File: config.mk
export PLATFORM = sky130hd
export DESIGN_NAME = mccoy_sequencer
export DESIGN_NICKNAME = d
export VERILOG_FILES = /design/src/rtl/mccoy_pkg.sv /design/src/rtl/mccoy_prog_mem.sv /design/src/rtl/mccoy_sequencer.sv
export SDC_FILE = /design/constraint.sdc
export NUM_CORES = 1
export LEC_CHECK = 0
export CAP_MARGIN = 20
export CORE_MARGIN = 2
export CORE_UTILIZATION = 50
export DETAILED_ROUTE_END_ITERATION = 10
export PLACE_DENSITY = 0.71
export SLEW_MARGIN = 20
export SYNTH_ARGS = -nofsm -noshare
export SYNTH_HDL_FRONTEND = slang
export SYNTH_SLANG_ARGS = --single-unit
File: constraint.sdc
create_clock -name clk -period 3.15 [get_ports clk]
set_input_delay 0.945 -clock clk [delete_from_list [all_inputs] [get_ports clk]]
set_output_delay 0.945 -clock clk [all_outputs]
set_load 0.05 [all_outputs]
File: src/rtl/mccoy_pkg.sv
// Shared definitions for the McCoy program sequencer: opcodes, instruction
// field positions and the sequencer state encoding.
package mccoy_pkg;

  localparam logic [2:0] OP_BEZ = 3'b000;
  localparam logic [2:0] OP_LI  = 3'b001;
  localparam logic [2:0] OP_ADD = 3'b011;
  localparam logic [2:0] OP_LR  = 3'b100;
  localparam logic [2:0] OP_SR  = 3'b110;

  localparam int OPC_HI = 2;
  localparam int OPC_LO = 0;
  localparam int IMM_HI = 5;
  localparam int IMM_LO = 3;

  typedef enum logic [1:0] {
    ST_IDLE = 2'd0,
    ST_LOAD = 2'd1,
    ST_RUN  = 2'd2,
    ST_DONE = 2'd3
  } seq_state_t;

endpackage

File: src/rtl/mccoy_prog_mem.sv
// Program buffer: one synchronous write port, one asynchronous read port.
// Contents are deliberately not reset; prog_len gates what is reachable.
module mccoy_prog_mem #(
  parameter int IW    = 6,
  parameter int DEPTH = 8,
  parameter int AW    = 3
) (
  input  logic          clk,
  input  logic          we,
  input  logic [AW-1:0] waddr,
  input  logic [IW-1:0] wdata,
  input  logic [AW-1:0] raddr,
  output logic [IW-1:0] rdata
);

  logic [IW-1:0] mem [DEPTH];

  always_ff @(posedge clk) begin
    if (we) mem[waddr] <= wdata;
  end

  assign rdata = mem[raddr];

endmodule

File: src/rtl/mccoy_sequencer.sv
// Program sequencer for the McCoy accumulator core: loads a small program,
// then issues it one instruction per clock, resolving bez on the zero flag.
//
// state | meaning
// IDLE  | waiting for load_start / run_start
// LOAD  | accepting instructions into the buffer
// RUN   | issuing mem[pc] every cycle
// DONE  | run finished, done held until next start
module mccoy_sequencer
  import mccoy_pkg::*;
#(
  parameter int          IW         = 6,
  parameter int          DEPTH      = 8,
  parameter int          AW         = 3,
  parameter int          MAX_CYCLES = 255,
  parameter logic [IW-1:0] NOP_INSTR = '0
) (
  input  logic          clk,
  input  logic          reset,
  input  logic          load_start,
  input  logic          load_valid,
  input  logic [IW-1:0] load_data,
  input  logic          load_done,
  input  logic          run_start,
  input  logic          halt,
  input  logic          zero_flag,
  output logic [IW-1:0] instr_out,
  output logic          instr_valid,
  output logic [AW-1:0] pc,
  output logic [1:0]    state,
  output logic [AW:0]   prog_len,
  output logic          done,
  output logic          timeout,
  output logic          bad_target
);

  seq_state_t    state_q, state_d;
  logic [AW-1:0] pc_q, pc_d;
  logic [AW-1:0] wr_ptr_q, wr_ptr_d;
  logic [AW:0]   prog_len_q, prog_len_d;
  logic [7:0]    count_q, count_d;
  logic          timeout_q, timeout_d;
  logic          bad_target_q, bad_target_d;

  logic          mem_we;
  logic [IW-1:0] mem_rdata;
  logic [2:0]    opc;
  logic [AW-1:0] imm;
  logic          taken;
  logic [AW:0]   pc_inc;

  mccoy_prog_mem #(.IW(IW), .DEPTH(DEPTH), .AW(AW)) u_mem (
    .clk   (clk),
    .we    (mem_we),
    .waddr (wr_ptr_q),
    .wdata (load_data),
    .raddr (pc_q),
    .rdata (mem_rdata)
  );

  assign opc    = mem_rdata[OPC_HI:OPC_LO];
  assign imm    = mem_rdata[IMM_HI:IMM_LO];
  assign taken  = (opc == OP_BEZ) && zero_flag;
  assign pc_inc = {1'b0, pc_q} + (AW+1)'(1);

  always_comb begin
    state_d      = state_q;
    pc_d         = pc_q;
    wr_ptr_d     = wr_ptr_q;
    prog_len_d   = prog_len_q;
    count_d      = count_q;
    timeout_d    = timeout_q;
    bad_target_d = bad_target_q;
    mem_we       = 1'b0;
    instr_out    = NOP_INSTR;
    instr_valid  = 1'b0;

    case (state_q)
      ST_IDLE, ST_DONE: begin
        if (load_start) begin
          state_d      = ST_LOAD;
          wr_ptr_d     = '0;
          prog_len_d   = '0;
          timeout_d    = 1'b0;
          bad_target_d = 1'b0;
        end else if (run_start && (prog_len_q != '0)) begin
          state_d      = ST_RUN;
          pc_d         = '0;
          count_d      = '0;
          timeout_d    = 1'b0;
          bad_target_d = 1'b0;
        end
      end
      ST_LOAD: begin
        if (load_valid) begin
          mem_we     = 1'b1;
          wr_ptr_d   = wr_ptr_q + AW'(1);
          prog_len_d = prog_len_q + (AW+1)'(1);
          if ((wr_ptr_q == AW'(DEPTH - 1)) || load_done) state_d = ST_IDLE;
        end else if (load_done) begin
          state_d = ST_IDLE;
        end
      end
      ST_RUN: begin
        instr_out   = mem_rdata;
        instr_valid = 1'b1;
        count_d     = count_q + 8'd1;
        pc_d        = taken ? imm : pc_inc[AW-1:0];
        // Any terminating cycle keeps pc on the instruction just issued.
        if (halt) begin
          state_d = ST_DONE;
          pc_d    = pc_q;
        end else if (count_q == 8'(MAX_CYCLES - 1)) begin
          state_d   = ST_DONE;
          pc_d      = pc_q;
          timeout_d = 1'b1;
        end else if (taken && ({1'b0, imm} >= prog_len_q)) begin
          state_d      = ST_DONE;
          pc_d         = pc_q;
          bad_target_d = 1'b1;
        end else if (!taken && (pc_inc == prog_len_q)) begin
          state_d = ST_DONE;
          pc_d    = pc_q;
        end
      end
      default: state_d = ST_IDLE;
    endcase
  end

  always_ff @(posedge clk) begin
    if (reset) begin
      state_q      <= ST_IDLE;
      pc_q         <= '0;
      wr_ptr_q     <= '0;
      prog_len_q   <= '0;
      count_q      <= '0;
      timeout_q    <= 1'b0;
      bad_target_q <= 1'b0;
    end else begin
      state_q      <= state_d;
      pc_q         <= pc_d;
      wr_ptr_q     <= wr_ptr_d;
      prog_len_q   <= prog_len_d;
      count_q      <= count_d;
      timeout_q    <= timeout_d;
      bad_target_q <= bad_target_d;
    end
  end

  assign pc         = pc_q;
  assign state      = state_q;
  assign prog_len   = prog_len_q;
  assign done       = (state_q == ST_DONE);
  assign timeout    = timeout_q;
  assign bad_target = bad_target_q;

endmodule

## Word level (Yosys, flattened, before mapping)

Memory sizes are Yosys's and may differ from the RTL's. A register that Yosys moved wholly into a read port is not among the register bits.
Cells that the tools add are included.
Widths: inputs -> output; s select.

| operators by class | value |
|---|---|
| add/subtract/negate cells | 4 |
| order comparisons | 1 |
| eq/ne operators | 20 |
| mux-type cells | 44 |
| reduce and logical (&&, ||, !) cells | 18 |

Operators by type and width:

| operator | number |
|---|---|
| $mux 3 | 11 |
| $ne 2x2->1 const B | 10 |
| $mux 2 | 9 |
| $mux 8 | 2 |
| $pmux 8 s2 | 1 |
| $mux 1 | 12 |
| $pmux 3 s2 | 2 |
| $ne 3x3->1 const B | 3 |
| $add 8x1->8 const B | 1 |
| $eq 8x8->1 const B | 1 |
| $mux 4 | 2 |
| $pmux 4 s2 | 1 |
| $reduce_and 4->1 | 2 |
| $reduce_and 7->1 | 1 |
| $mux 6 | 1 |
| $pmux 2 s3 | 1 |
| $reduce_and 3->1 | 2 |
| $ne 5x5->1 const B | 1 |
| $reduce_and 5->1 | 1 |
| $add 3x1->4 const B | 1 |
| $add 4x1->4 const B | 1 |
| $eq 2x2->1 const B | 2 |
| $eq 4x4->1 | 1 |
| $ge 3x4->1 | 1 |
| other kinds (12) | 17 |

| storage, ports and cells | value |
|---|---|
| register bits after elaboration | 22 |
| bits in writable memories | 48 |
| output and inout port bits | 19 |
| memories | 1 |

Memory list:

| memory | depth | bits a word | read ports | clocked after Yosys merged registers in | write ports | line | RTL |
|---|---|---|---|---|---|---|---|
| u_mem.mem | 8 | 6 | 1 | 1 | 1 | mccoy_prog_mem.sv:16 | `logic [IW-1:0] mem [DEPTH];` |

## Depth between registers and ports, before layout

Gate-level depths: netlist of the first run.

| depth | value |
|---|---|
| depth in word-level cells | 11 |
| depth in mapped cells | 13 |
| depth with buffers taken out | 10 |

## Modules after synthesis

Synthesis of the first run repeated with hierarchy kept, for this count alone.

| unflattened totals | value |
|---|---|
| cell total of the unflattened synthesis | 249 |
| area, all modules | 3340.7 µm² |

By module, submodules not included:

| module | times used | cells each | area each (µm²) | sequential area each (µm²) |
|---|---|---|---|---|
| mccoy_prog_mem | 1 | 82 | 1901.8 | 1441.4 |
| mccoy_sequencer | 1 | 167 | 1438.9 | 440.4 |

## Least setup slack after synthesis of the first run

No wires, ideal clock.

| path | value |
|---|---|
| path kind | register to output |
| from | register state_q[1], in the netlist state[1] |
| to | output instr_out[0] |
| arrival time | 2.257 ns |
| slack | -0.052 ns |
| cell stages (with the launch flop) | 4 |
| cells stage by stage | dfxtp_1 -> ha_1 -> inv_1 -> nor2_1 |

| on the way | value |
|---|---|
| cells in the longest elaborated chain, start to end | 2 |

RTL lines:

| what | line | RTL |
|---|---|---|
| start: declaration | mccoy_sequencer.sv:37 | `seq_state_t state_q, state_d;` |
| start signal: assignment | mccoy_sequencer.sv:140 | `state_q <= state_d;` |
| $eq 2x2->1 | mccoy_sequencer.sv:78 | `case (state_q)` |
| $mux 6 | mccoy_sequencer.sv:78 |  |
| end: declaration | mccoy_sequencer.sv:27 | `output logic [IW-1:0] instr_out,` |

No other way between the ends.

==> summary.md, run 1 <==
| Metric | Value |
|---|---|
| Core area | 6422 sq um |
| Worst slew pin tran | 0.5003 ns |
| Clock latency on the worst-skew pair | 0.34 ns |
| I/O pin total | 33 |
| RePlAce Congestion | 0.8808 |
| Initial DRC Count | 148 |
| Initial antenna violation count | 0 |
| Clock net sink count | 73 |
| Status | finished clean |
| Synthesized Nets | 287 |
| Final Hold Vio Count | 0 |
| Setup violations, final | 0 |
| Top_reg_cell synth | edfxtp_1 |
| CTS tree | yes |
| Netlist cell types | 44 |
| H-tree depth | 3 |
| Vias in the first global route | 2117 |
| CP max FO | 6 |
| Vias per cell | 5.489 |
| Largest net degree at the start of global routing | 13 |
| Syn Inst Count | 260 |
| Highest Clock Rate | 331.9 MHz |
| Crit path arrival time | 2.07 ns |
| First-pass GRT wire length | 10540 um |
| Vias | 2157 |
| RSZ-0062 raised after global routing | false |
| ANT nets after route | 0 |
| Area Growth Syn to Fin | 20.37% |
| Hold WS | 0.4789 ns |
| Port Buf Inserts | 32 |
| Fin cells | 393 |
| GRT Util Overall | 0.1908 |
| Site row count | 29 |
| Total Nets Final | 338 |
| Seq/Total Area, Yosys | 0.5791 |
| Mean post-synth cell area | 12.90 sq um |
| Chip width | 85.89 um |
| Final Critical Period | 3.013 ns |
| Post_cts resized | 1 |
| Starting Density | 0.5221 |
| Post-cts hold buffer count | 0 |
| Fin util | 0.6285 |
| Die Area | 7377 sq um |
| 1st-pass router iterations | 6 |
| Static leakage | 0.001433 uW |
| Top post-synthesis cells by area | edfxtp_1 (43%), dfxtp_1 (15%), mux4_2 (6.7%), ha_1 (4.9%), mux2i_1 (4.2%) |
| Critical Path RT | 2.20 ns |
| Worst Hold Class | reg2reg |
| Routed wire per std cell | 16.53 um |
| Total clock buffers created by CTS | 9 |
| Maximum buffer depth of the clock tree | 2 |
| Area of the multi-input gates | 1313 sq um |
| Layout cells sized above 1 | 0.1646 |
| WS Path Type | reg2out |
| Crit. End Element | output pin |
| Crit share post-route | 0.9564 |
| CP Launch Type | flip-flop |
| Worst VDD drop | 0.0003849 V |
| Yosys Warn Count | 0 |
| Max Transition Viols Final | 0 |
| # diodes | 0 |
| Final Instance Area | 4036 sq um |
| Synth top area share | 0.4299 |
| Post-synth EDFFs | 48 |
| Post-Syn Area | 3353 sq um |
| Root Buffer | clkbuf_8 |
| Layout Skew | 0.008275 ns |
| Area post-placement | 3826 sq um |
| Yosys top cell by area | edfxtp_1 |
| Inst Count DP | 377 |
| Global route overflow | 0 |
| Sequential cell area | 1943 sq um |
| Drt total wl | 6495 um |
| # DRC | 0 |
| Clk pin slew, worst setup/hold paths | 0.08 ns |
| Hpwl dp | 4588 um |
| Power density cells | 625.4 nW/um^2 |
| Die Ht | 85.89 um |
| Flops & latches, synth | 73 |
| Async set-reset flop share out of synthesis | 0 |
| Post-CTS Setup Bufs | 0 |
| Max_cap viols | 0 |
| Fillers | 502 |
| Worst slew margin | 0.6654 |
## routing by layer
layer / wire (um) / vias up / track usage
li1: - / 1075 / -
met1: 3042 / 1027 / 0.2637
met2: 3065 / 46 / 0.2974
met3: 301 / 9 / 0.04620
met4: 85 / 0 / 0.06494
met5: 0 / - / 0
## cell usage in the layout, fill, tap and decap left out, drive strengths merged, types with 8 or more instances in the layout
cell type	instances
clkbuf	9
nor2	34
nand2b	8
mux2i	14
nand2	11
o21ai	8
edfxtp	48
inv	10
buf	22
clkdlybuf4s50	26
mux4	10
dfxtp	25
ha	13
## metrics by stage
stage,setup WS (ns),TNS [ns],total power (uW)
2_1_floorplan,-0.05246,-0.2623,1575
3_3_place_gp,0.2730,0,1767
3_5_place_dp,0.2035,0,1773
4_1_cts,0.1059,0,2536
5_1_grt,0.008843,0,2653
6_report,0.1373,0,2524
## cell families (layout without fill, tap and decap cells)
family,count (synthesis),in the layout,synth area share
AND/OR/NAND/NOR,79,79,0.1138
AO/OA/AOI/OAI,40,40,0.08396
flip-flops,73,73,0.5791
buffers and inverters,18,74,0.02947
multiplexers,27,27,0.1190
XOR/XNOR,10,10,0.02612
adder cells (fa/ha/maj),13,13,0.04851
## registers in the layout, summed over array words and instances, names as in the netlist, named ones only
name	cells
prog_len	4
bad_target	1
count_q	8
pc	3
wr_ptr_q	3
timeout	1
state	2
u_mem.mem	48
## cells in the mapped netlist (all sizes together), types with 6 or more instances
library cell  instances
edfxtp               48
nor2                 34
dfxtp                25
mux2i                14
ha                   13
nand2                11
inv                  10
mux4                 10
nand2b                8
o21ai                 8
a21oi                 7
a22o                  6
## cell type report
cell class	instances	share of cell area
multi-input combinational	169	0.3252
clock buffer	9	0.03069
clock inverter	7	0.02108
sequential	73	0.4814
inverter	10	0.009299
timing repair buffer	48	0.1085
tap	77	0.02387
## worst paths after layout
kind	from	to	slack, ns	cells past startpoint
max	flip-flop	instr_out[5]	0.14	6
min	timeout	timeout	0.48	2
max reg2reg	flip-flop	state[0]	0.32	10
min reg2reg	timeout	timeout	0.48	2
## worst max-delay path, cell delays in order, from the launching register on
cell and delay (ns):
dfxtp_2 0.44, buf_4 0.16, mux4_2 0.48, mux2i_1 0.23, buf_4 0.17, nor2_1 0.05, buf_4 0.20
## power by group
group	total [uW]	switching, uW	internal [uW]
clock	766	329	437
sequential	1100	39.4	1060
combinational	663	410	253
total	2520	778	1750
Note: power is estimated with default switching activity, not from simulation.
==> run 2, diff against run 1 <==
Settings changed: CORE_UTILIZATION 50 to 56, CTS_CLUSTER_DIAMETER from default to 40, PLACE_DENSITY 0.71 to 0.78.
==> summary.md, run 2 (synthesis results as in run 1) <==
| Metric | Value |
|---|---|
| Flop2flop setup slack | 0.30 ns (-0.02 ns) |
| Static leakage | 0.001431 uW (-0.13%) |
| Area post-placement | 3816 sq um (-0.26%) |
| Critical path cell sequence | buf_4 > mux4_2 > mux2i_1 > nor2_1 > buf_4 |
| Vias per cell | 5.631 (+2.6%) |
| Site row count | 28 (-3.4%) |
| Crit share post-route | 0.9666 (+0.01021) |
| Initial DRC Count | 139 (-6.1%) |
| Starting Density | 0.5731 (+0.05103) |
| Drt total wl | 6583 um (+1.4%) |
| Routed wire per std cell | 16.88 um (+2.1%) |
| Crit path largest cell delay | 0.53 ns (+0.05 ns) |
| # DRC | 0 (unchanged) |
| Worst slew margin | 0.6068 (-0.05865) |
| WS Path Type | reg2out |
| Cells on Worst Hold Path | 2 (unchanged) |
| # diodes | 0 (unchanged) |
| Setup violations, final | 0 (unchanged) |
| Max_cap viols | 0 (unchanged) |
| Switching portion of total power | 0.3087 (+0.0004274) |
| CP most frequent cell | buf_4 |
| RSZ-0062 raised after global routing | false |
| M1 WL | 3025 um (-0.56%) |
| Met2 routed WL | 3131 um (+2.2%) |
| Most common cell after layout, fill and taps aside | edfxtp_1 |
| Root Buffer | clkbuf_8 |
| I/O pin total | 33 (unchanged) |
| Vias in the first global route | 2076 (-1.9%) |
| Fin util | 0.6905 (+0.06207) |
| Cell depth of the worst flop-to-flop path | 10 (unchanged) |
| Clock latency on the worst-skew pair | 0.34 ns (about the same) |
| Most frequent cells in the layout | edfxtp_1 (48), nor2_1 (34), clkdlybuf4s50_1 (26) |
| Area Growth Syn to Fin | 20.48% (about the same) |
| Critical Path RT | 2.20 ns (about the same) |
| Hold_sp | timeout |
| Reg with most FFs | u_mem.mem |
| Max reg flops | 48 (unchanged) |
| Highest Clock Rate | 328.4 MHz (-1.1%) |
| Layout Skew | 0.007306 ns (-0.0009687 ns) |
| Final Instance Area | 4040 sq um (about the same) |
| Global route overflow | 0 (unchanged) |
| Sequential share of power | 0.431 (-0.003) |
| Clock network fraction of total power | 0.306 (+0.003) |
| Worst slew pin tran | 0.5877 ns (+0.08737 ns) |
| Crit path arrival time | 2.10 ns (+0.03 ns) |
| Hold EP | timeout |
| Final Hold Vio Count | 0 (unchanged) |
| Max Transition Viols Final | 0 (unchanged) |
| 1st-pass router iterations | 4 (-2) |
| Int Pwr | 1754 uW (+0.45%) |
| Core area | 5851 sq um (-8.9%) |
| Worst VDD drop | 0.0003842 V (-0.20%) |
| Final Critical Period | 3.045 ns (+0.03216 ns) |
| Layout cells sized above 1 | 0.1714 (+0.006872) |
| Met3 routed WL | 300 um (-0.33%) |
| Vias | 2196 (+1.8%) |
| Status | finished clean |
| Clock net sink count | 73 (unchanged) |
| Maximum buffer depth of the clock tree | 2 (unchanged) |
| Post-CTS Setup Bufs | 0 (unchanged) |
| Largest net degree at the start of global routing | 14 (+1) |
| Top routing layer in use | met4 |
| CP max FO | 8 (+2) |
| Psw | 783.3 uW (+0.65%) |
| Hold WS | 0.4744 ns (-0.004429 ns) |
| Initial antenna violation count | 0 (unchanged) |
| Comb pwr share | 0.262 (about the same) |
| ANT nets after route | 0 (unchanged) |
| Port Buf Inserts | 32 (unchanged) |
| RePlAce Congestion | 0.9147 (+3.8%) |
| CP Launch Type | flip-flop |
| Total clock buffers created by CTS | 9 (unchanged) |
| Total Nets Final | 337 (-0.30%) |
| H-tree depth | 3 (unchanged) |
| Hpwl dp | 4478 um (-2.4%) |
| Power density cells | 628.0 nW/um^2 (+0.42%) |
| Die Ht | 81.38 um (-5.3%) |
| Chip width | 81.38 um (-5.3%) |
| Clk pin slew, worst setup/hold paths | 0.07 ns (about the same) |
| GRT Util Overall | 0.2200 (+0.02920) |
| First-pass GRT wire length | 10530 um (about the same) |
| Die Area | 6623 sq um (-10%) |
| Crit. End Element | output pin |
| Crit-path slowest cell | mux4_2 |
| Worst Hold Class | reg2reg |
| CTS tree | yes |
[run 2: cell count changes in the layout (fill, tap and decap cells not counted), sizes merged]
| cell | previous run | this run |
|---|---|---|
| buf | 22 | 21 |
| clkinv | 4 | 3 |
| clkinvlp | 1 | 2 |
[run 2: metrics by stage]
stage	worst slack, ns	total power, uW	TNS [ns]	cells
after floorplan	-0.05246	1575	-0.2623	260
after global placement	0.3076	1762	0	374
final	0.1051	2537	0	390
after detailed placement	0.2338	1773	0	374
after CTS	0.03862	2551	0	390
after global routing	0.01121	2655	0	390
[run 2: what timing repair did]
action | in CTS | in global routing
gates cloned | 0 | 0
setup endpoints to repair | 2 | 1
gates resized for setup | 1 | 1
hold buffers | 0 | 0
[run 2: routing by layer]
layer / vias up / GRT usage
met5: - / 0
met1: 1056 / 0.2960
met2: 57 / 0.3533
li1: 1070 / -
met3: 13 / 0.05444
met4: 0 / 0.06780
[run 2: area by class of cell]
type                    count  area (sq um)
flip-flops and latches     73          1943
repair buffers             47         430.4
multi-input cells         169          1316
well taps                  75         93.84
fillers                   411          1810
clock buffers               9         123.9
inverters                  10         37.54
clock inverters             7         95.09
[run 2: worst max path at each step]
stage	to	slack, ns	startpoint
2_1_floorplan	instr_out[0]	-0.05	state[1]
5_1_grt	instr_out[2]	0.01	flip-flop
3_3_place_gp	state[1]	0.31	flip-flop
6_report	instr_out[2]	0.11	flip-flop
3_5_place_dp	flip-flop	0.23	flip-flop
4_1_cts	instr_out[5]	0.04	flip-flop
[run 2: worst max-delay path: cells and delay by family (launching register included)]
family | cells | cell delay (ns)
buffers and inverters | 2 | 0.44
muxes | 2 | 0.81
and+or+nand+nor | 1 | 0.07
DFF | 1 | 0.44
[run 2: power by group through the flow]
stage	registers [uW]	logic [uW]	clock network, uW
floorplan	1150	423	0
detailed placement	1110	659	0
CTS	1090	663	793
global placement	1110	649	0
finish	1090	665	778
global route	1100	732	824
